**src/rtl/ahb_mtx_out_stage.sv**
```systemverilog
// AHB matrix output stage: arbitrates three input-stage decoder channels onto one
// AHB-Lite slave port, with round-robin/fixed priority and burst/lock grant hold.
//
// state | meaning
// OPEN  | hold = 0, grant follows the arbiter every completing cycle
// HELD  | hold = 1, grant pinned to hold_port for a burst or locked sequence
module ahb_mtx_out_stage #(
   parameter int DATA_WIDTH   = 32,
   parameter int MASTER_WIDTH = 4,
   parameter bit RR_EN        = 1'b1
) (
   input  logic                    HCLK,
   input  logic                    HRESETn,
   input  logic                    sel_op0,
   input  logic                    sel_op1,
   input  logic                    sel_op2,
   input  logic [31:0]             addr_op0,
   input  logic [31:0]             addr_op1,
   input  logic [31:0]             addr_op2,
   input  logic [1:0]              trans_op0,
   input  logic [1:0]              trans_op1,
   input  logic [1:0]              trans_op2,
   input  logic                    write_op0,
   input  logic                    write_op1,
   input  logic                    write_op2,
   input  logic [2:0]              size_op0,
   input  logic [2:0]              size_op1,
   input  logic [2:0]              size_op2,
   input  logic [2:0]              burst_op0,
   input  logic [2:0]              burst_op1,
   input  logic [2:0]              burst_op2,
   input  logic [3:0]              prot_op0,
   input  logic [3:0]              prot_op1,
   input  logic [3:0]              prot_op2,
   input  logic [MASTER_WIDTH-1:0] master_op0,
   input  logic [MASTER_WIDTH-1:0] master_op1,
   input  logic [MASTER_WIDTH-1:0] master_op2,
   input  logic                    mastlock_op0,
   input  logic                    mastlock_op1,
   input  logic                    mastlock_op2,
   input  logic [DATA_WIDTH-1:0]   wdata_op0,
   input  logic [DATA_WIDTH-1:0]   wdata_op1,
   input  logic [DATA_WIDTH-1:0]   wdata_op2,
   output logic                    active_op0,
   output logic                    active_op1,
   output logic                    active_op2,
   input  logic                    HREADYOUTM,
   input  logic                    HRESPM,
   output logic                    HSELM,
   output logic [31:0]             HADDRM,
   output logic [1:0]              HTRANSM,
   output logic                    HWRITEM,
   output logic [2:0]              HSIZEM,
   output logic [2:0]              HBURSTM,
   output logic [3:0]              HPROTM,
   output logic [MASTER_WIDTH-1:0] HMASTERM,
   output logic                    HMASTLOCKM,
   output logic [DATA_WIDTH-1:0]   HWDATAM,
   output logic                    HREADYMUXM
);

   localparam logic [1:0] TR_IDLE   = 2'b00;
   localparam logic [1:0] TR_BUSY   = 2'b01;
   localparam logic [1:0] TR_NONSEQ = 2'b10;
   localparam logic [1:0] TR_SEQ    = 2'b11;
   localparam logic [2:0] BU_SINGLE = 3'b000;

   logic [2:0]              sel_v;
   logic [2:0]              write_v;
   logic [2:0]              lock_v;
   logic [2:0]              req_v;
   logic [31:0]             addr_a   [3];
   logic [1:0]              trans_a  [3];
   logic [2:0]              size_a   [3];
   logic [2:0]              burst_a  [3];
   logic [3:0]              prot_a   [3];
   logic [MASTER_WIDTH-1:0] master_a [3];
   logic [DATA_WIDTH-1:0]   wdata_a  [3];

   logic [1:0] last_port, last_port_nxt;
   logic       hold, hold_nxt;
   logic [1:0] hold_port, hold_port_nxt;
   logic [1:0] data_port, data_port_nxt;
   logic       data_vld, data_vld_nxt;

   logic [1:0] addr_port;
   logic       addr_vld;
   logic [1:0] scan1, scan2, scan3;
   logic       hold_set, hold_keep;

   assign sel_v   = {sel_op2, sel_op1, sel_op0};
   assign write_v = {write_op2, write_op1, write_op0};
   assign lock_v  = {mastlock_op2, mastlock_op1, mastlock_op0};
   assign addr_a   = '{addr_op0, addr_op1, addr_op2};
   assign trans_a  = '{trans_op0, trans_op1, trans_op2};
   assign size_a   = '{size_op0, size_op1, size_op2};
   assign burst_a  = '{burst_op0, burst_op1, burst_op2};
   assign prot_a   = '{prot_op0, prot_op1, prot_op2};
   assign master_a = '{master_op0, master_op1, master_op2};
   assign wdata_a  = '{wdata_op0, wdata_op1, wdata_op2};

   always_comb begin
      for (int i = 0; i < 3; i++) begin
         req_v[i] = sel_v[i] & (trans_a[i] != TR_IDLE);
      end
   end

   function automatic logic [1:0] next_port(input logic [1:0] p);
      return (p == 2'd2) ? 2'd0 : p + 2'd1;
   endfunction

   // Arbiter: zero-latency, so the decoder sees active in the same cycle it requests.
   always_comb begin
      addr_port = 2'd0;
      addr_vld  = 1'b0;
      scan1     = next_port(last_port);
      scan2     = next_port(scan1);
      scan3     = next_port(scan2);
      if (hold) begin
         addr_port = hold_port;
         addr_vld  = 1'b1;
      end else if (RR_EN) begin
         if (req_v[scan1]) begin
            addr_port = scan1;
            addr_vld  = 1'b1;
         end else if (req_v[scan2]) begin
            addr_port = scan2;
            addr_vld  = 1'b1;
         end else if (req_v[scan3]) begin
            addr_port = scan3;
            addr_vld  = 1'b1;
         end
      end else begin
         if (req_v[0]) begin
            addr_port = 2'd0;
            addr_vld  = 1'b1;
         end else if (req_v[1]) begin
            addr_port = 2'd1;
            addr_vld  = 1'b1;
         end else if (req_v[2]) begin
            addr_port = 2'd2;
            addr_vld  = 1'b1;
         end
      end
   end

   always_ff @(posedge HCLK or negedge HRESETn) begin
      if (!HRESETn) begin
         last_port <= 2'd2;
         hold      <= 1'b0;
         hold_port <= 2'd0;
         data_port <= 2'd0;
         data_vld  <= 1'b0;
      end else begin
         last_port <= last_port_nxt;
         hold      <= hold_nxt;
         hold_port <= hold_port_nxt;
         data_port <= data_port_nxt;
         data_vld  <= data_vld_nxt;
      end
   end

   // A locked IDLE keeps the grant; an unlocked IDLE, a SINGLE or a dropped sel releases it.
   assign hold_set  = (HMASTLOCKM & (HTRANSM != TR_IDLE)) |
                      ((HTRANSM == TR_NONSEQ) & (HBURSTM != BU_SINGLE));
   assign hold_keep = hold & HSELM & ((HTRANSM == TR_BUSY) | (HTRANSM == TR_SEQ) |
                      ((HTRANSM == TR_IDLE) & HMASTLOCKM));

   always_comb begin
      last_port_nxt = last_port;
      hold_nxt      = hold;
      hold_port_nxt = hold_port;
      data_port_nxt = data_port;
      data_vld_nxt  = data_vld;
      if (HREADYOUTM) begin
         data_vld_nxt = (HTRANSM != TR_IDLE);
         if (addr_vld) begin
            last_port_nxt = addr_port;
            data_port_nxt = addr_port;
            hold_nxt      = hold_set | hold_keep;
            if (hold_set) begin
               hold_port_nxt = addr_port;
            end
         end
      end
   end

   always_comb begin
      HSELM      = 1'b0;
      HADDRM     = '0;
      HTRANSM    = TR_IDLE;
      HWRITEM    = 1'b0;
      HSIZEM     = '0;
      HBURSTM    = '0;
      HPROTM     = '0;
      HMASTERM   = '0;
      HMASTLOCKM = 1'b0;
      if (addr_vld) begin
         HSELM      = sel_v[addr_port];
         HADDRM     = addr_a[addr_port];
         HTRANSM    = sel_v[addr_port] ? trans_a[addr_port] : TR_IDLE;
         HWRITEM    = write_v[addr_port];
         HSIZEM     = size_a[addr_port];
         HBURSTM    = burst_a[addr_port];
         HPROTM     = prot_a[addr_port];
         HMASTERM   = master_a[addr_port];
         HMASTLOCKM = lock_v[addr_port];
      end
      HWDATAM    = data_vld ? wdata_a[data_port] : '0;
      HREADYMUXM = HREADYOUTM;
      active_op0 = addr_vld & (addr_port == 2'd0);
      active_op1 = addr_vld & (addr_port == 2'd1);
      active_op2 = addr_vld & (addr_port == 2'd2);
   end

   logic unused_ok;
   assign unused_ok = HRESPM;

endmodule

```
**config.mk**
```make
export PLATFORM = sky130hd
export DESIGN_NAME = ahb_mtx_out_stage
export DESIGN_NICKNAME = d
export VERILOG_FILES = /design/src/rtl/ahb_mtx_out_stage.sv
export SDC_FILE = /design/constraint.sdc
export NUM_CORES = 1
export LEC_CHECK = 0
export ABC_AREA = 1
export BUFFER_PORTS_ARGS = -buffer_cell sky130_fd_sc_hd__buf_2
export CAP_MARGIN = 30
export CORE_AREA = 3 3 133 135
export DETAILED_ROUTE_END_ITERATION = 10
export DIE_AREA = 0 0 136 138
export PLACE_DENSITY_LB_ADDON = 0.2
export SKIP_CTS_REPAIR_TIMING = 1
export SYNTH_ARGS = -nofsm -noshare
export SYNTH_HDL_FRONTEND = slang
export SYNTH_SLANG_ARGS = --single-unit
```
**constraint.sdc**
```tcl
create_clock -name HCLK -period 6.17 [get_ports HCLK]
set_input_delay 0.3085 -clock HCLK [delete_from_list [all_inputs] [get_ports HCLK]]
set_output_delay 0.3085 -clock HCLK [all_outputs]
set_load 0.005 [all_outputs]
```
==> impl_metrics.yaml <==
outcome:
  outcome: "completed"
synth:
  ys_seq_area_frac: 0.07309
  yosys-top-cells-area: "nand2_1 (32%), nor2_1 (12%), nand3_1 (12%)"
  synth_area_mm2: 0.002414
  ys_seq_elements: 7
  yosysWarningCount: 0
  postSynthAreaPerCell_um2: 4.696
  syn-num-nets: 767
  synth_cell_type_count: 27
  yosysTopAreaCellShare: 0.3219
  synth_top_area_cell: "nand2_1"
  syn-instance-count: 514
timing:
  holdWs_ns: 0.2853
  finClkSkew_ns: 0.002593
  setup_viol: 0
  maxSlewViolCount: 0
  final_hold_viol_count: 0
  rsz0062_at_grt: "no"
  fmax_ghz: 0.3162
  finalCritPeriodShare: 0.5126
  tightest_slew_ns: 0.7924
  slew_headroom: 0.4718
  finalSetupTns_ns: 0
  finalCriticalPeriod_ns: 3.162
min_path:
  worstHoldEndpoint: "data_vld"
  worstHoldStart: "HREADYOUTM"
  hold_class: "input pin to flop"
  worst_hold_path.num_cells: 2
cells_and_area:
  layout_commonest_cell: "buf_2"
  fin_util: 0.2629
  antennaDiodeCount: 0
  num-nets-final: 1083
  num-fill-cells: 2016
  layout.cells.most_common_list: "buf_2 (338), nand2_1 (207), nor2_1 (78)"
  fin_area_mm2: 0.004359
  area_delta_synth_final_pct: 80.61
  drive_gt1_frac: 0.4548
  fin_cells: 1049
floorplan:
  ioPinCount: 340
  die_h_um: 138
  fp.dieArea_mm2: 0.01877
  initial_utilization: 0.1455
  die_w_um: 136
  fp-row-count: 47
  core_mm2: 0.01658
critical_path:
  required_ns: 5.86
  startpoint_type: "flop"
  crit_arrival_ns: 2.85
  worstSetupPathType: "flop to output port"
  critPathBufInv: 4
  critPathMaxFanout: 45
  timing.rr.start: "last_port[0]"
  crit_path_end_kind: "output port"
  critPathTopFamily: "buffers and inverters"
  r2r_slack_ns: 3.44
  r2r_end: "hold_port[1]"
  r2r_cells: 17
  slowest_delay_ns: 0.59
  slowest_stage: "inv_2"
  path_cells: "buf_4 > nor2_2 > inv_2 > nor2_2 > nor2_4 > nand3_2 > a21boi_2 > nand3_2 > inv_2 > nand2_1 > nand3_1 > buf_2"
pwr:
  power_density_mw_per_mm2: 465.6
  peakVddDrop_mv: 0.5414
  power.leakage_nw: 2.607
clock_tree:
  clockRootBuffer: "clkbuf_16"
  clockBufferDepth: 2
  clkLatencyLatePin_ns: 0.23
  cts_tree: "yes"
  cts.reportedPaths.clkPinSlew_ns: 0.03
  cts_made_buffers: 3
  cts.sinks: 7
  htree_levels: 1
placement:
  hpwl_um: 11790
  port_buffers: 338
  gp_congestion: 0.8352
  dp_cells: 1044
  place_area_mm2: 0.004270
global_route:
  grtUsageTotal: 0.1434
  grt_antenna_before_repair: 2
  grt_pass1_vias: 4022
  grt_start_max_net_pins: 47
  overflow: 0
  grt_first_pass_wirelength_um: 22150
drt:
  wl_met3_um: 853
  met1_length_um: 5961
  wirelength_um: 14450
  vias: 4178
  viasPerCell: 3.983
  drc: 0
  firstDrtPassIters: 4
  drt_iter0_markers: 165
  antenna_left: 0
  wl_met2_um: 7443
  highest_layer: "met5"
  wl_per_cell_um: 13.78
job:
  cap_viol_max_count: 0
-- cell type report --
| cell class | instances | area [um^2] | share of cell area |
|---|---|---|---|
| inverters | 32 | 125.1 | 0.02870 |
| multi-input cells | 442 | 1952 | 0.4478 |
| well taps | 220 | 275.3 | 0.06315 |
| clock buffers | 4 | 78.83 | 0.01808 |
| flip-flops and latches | 7 | 176.4 | 0.04047 |
| repair buffers | 344 | 1752 | 0.4018 |
-- cells in the mapped netlist --
library cell,number
nand2_1,207
nor2_1,79
nand3_1,57
o21ai_0,35
a21oi_1,33
inv_1,26
clkbuf_1,21
buf_2,7
nand2_2,7
dfrtp_1,6
inv_2,4
nand3_2,4
nor2_4,4
buf_6,3
nand4_1,3
nor2_2,3
buf_4,2
inv_4,2
nand2_4,2
o21ai_2,2
a21boi_2,1
dfstp_2,1
nand3b_1,1
nor3_1,1
o211ai_1,1
o21ai_1,1
o21bai_1,1
-- worst reg2reg max path, stage by stage (launching register included) --
cell and delay [ns]:
dfrtp_1 0.39, buf_4 0.27, nor2_2 0.18, inv_2 0.05, nor2_2 0.15, nor2_4 0.06, nand2_1 0.06, nand2_1 0.06
nand2_2 0.24, nand2_4 0.09, inv_4 0.37, nand2_1 0.14, nand3_1 0.16, o21ai_2 0.08, nor2_4 0.12, nand2_2 0.08
nand2_1 0.06, nand2_1 0.05
-- registers in the layout, summed over array words and instances, names as in the netlist --
register,count
data_vld,1
hold_port,2
hold,1
last_port,2
data_port,1
-- kinds of logic after synthesis --
group                  synth area share
AO/OA/AOI/OAI                    0.1612
buffers and inverters            0.1192
flip-flops                      0.07310
AND/OR/NAND/NOR                  0.6464
-- routing by layer --
layer | GRT usage | vias to the layer above
met5 | 0 | -
met4 | 0.02228 | 4
met3 | 0.02253 | 19
met2 | 0.2647 | 135
met1 | 0.1766 | 1765
li1 | - | 2255
-- where the power goes --
group | total, mW | leakage [nW] | internal, mW | switching (mW)
Sequential | 0.0881 | 0.0872 | 0.0686 | 0.0196
Clock | 0.111 | 0.0382 | 0.0860 | 0.0251
Combinational | 1.83 | 2.48 | 0.700 | 1.13
-- metrics by stage --
| stage | worst slack [ns] | power, mW |
|---|---|---|
| floorplan | 4.061 | 1.211 |
| global placement | 2.831 | 1.946 |
| detailed placement | 3.206 | 1.948 |
| CTS | 2.946 | 2.071 |
| global route | 2.701 | 2.296 |
| finish | 3.008 | 2.029 |
-- worst max-delay path by stage --
stage	slack, ns	to	start	cells past startpoint
floorplan	4.06	HADDRM[16]	last_port[1]	12
global placement	2.83	HTRANSM[0]	last_port[0]	14
detailed placement	3.21	HADDRM[28]	last_port[0]	12
CTS	2.95	HADDRM[28]	last_port[0]	12
global route	2.70	HSIZEM[2]	last_port[0]	12
finish	3.01	HSIZEM[0]	last_port[0]	12
No activity file was read; power rests on OpenSTA's default activity.
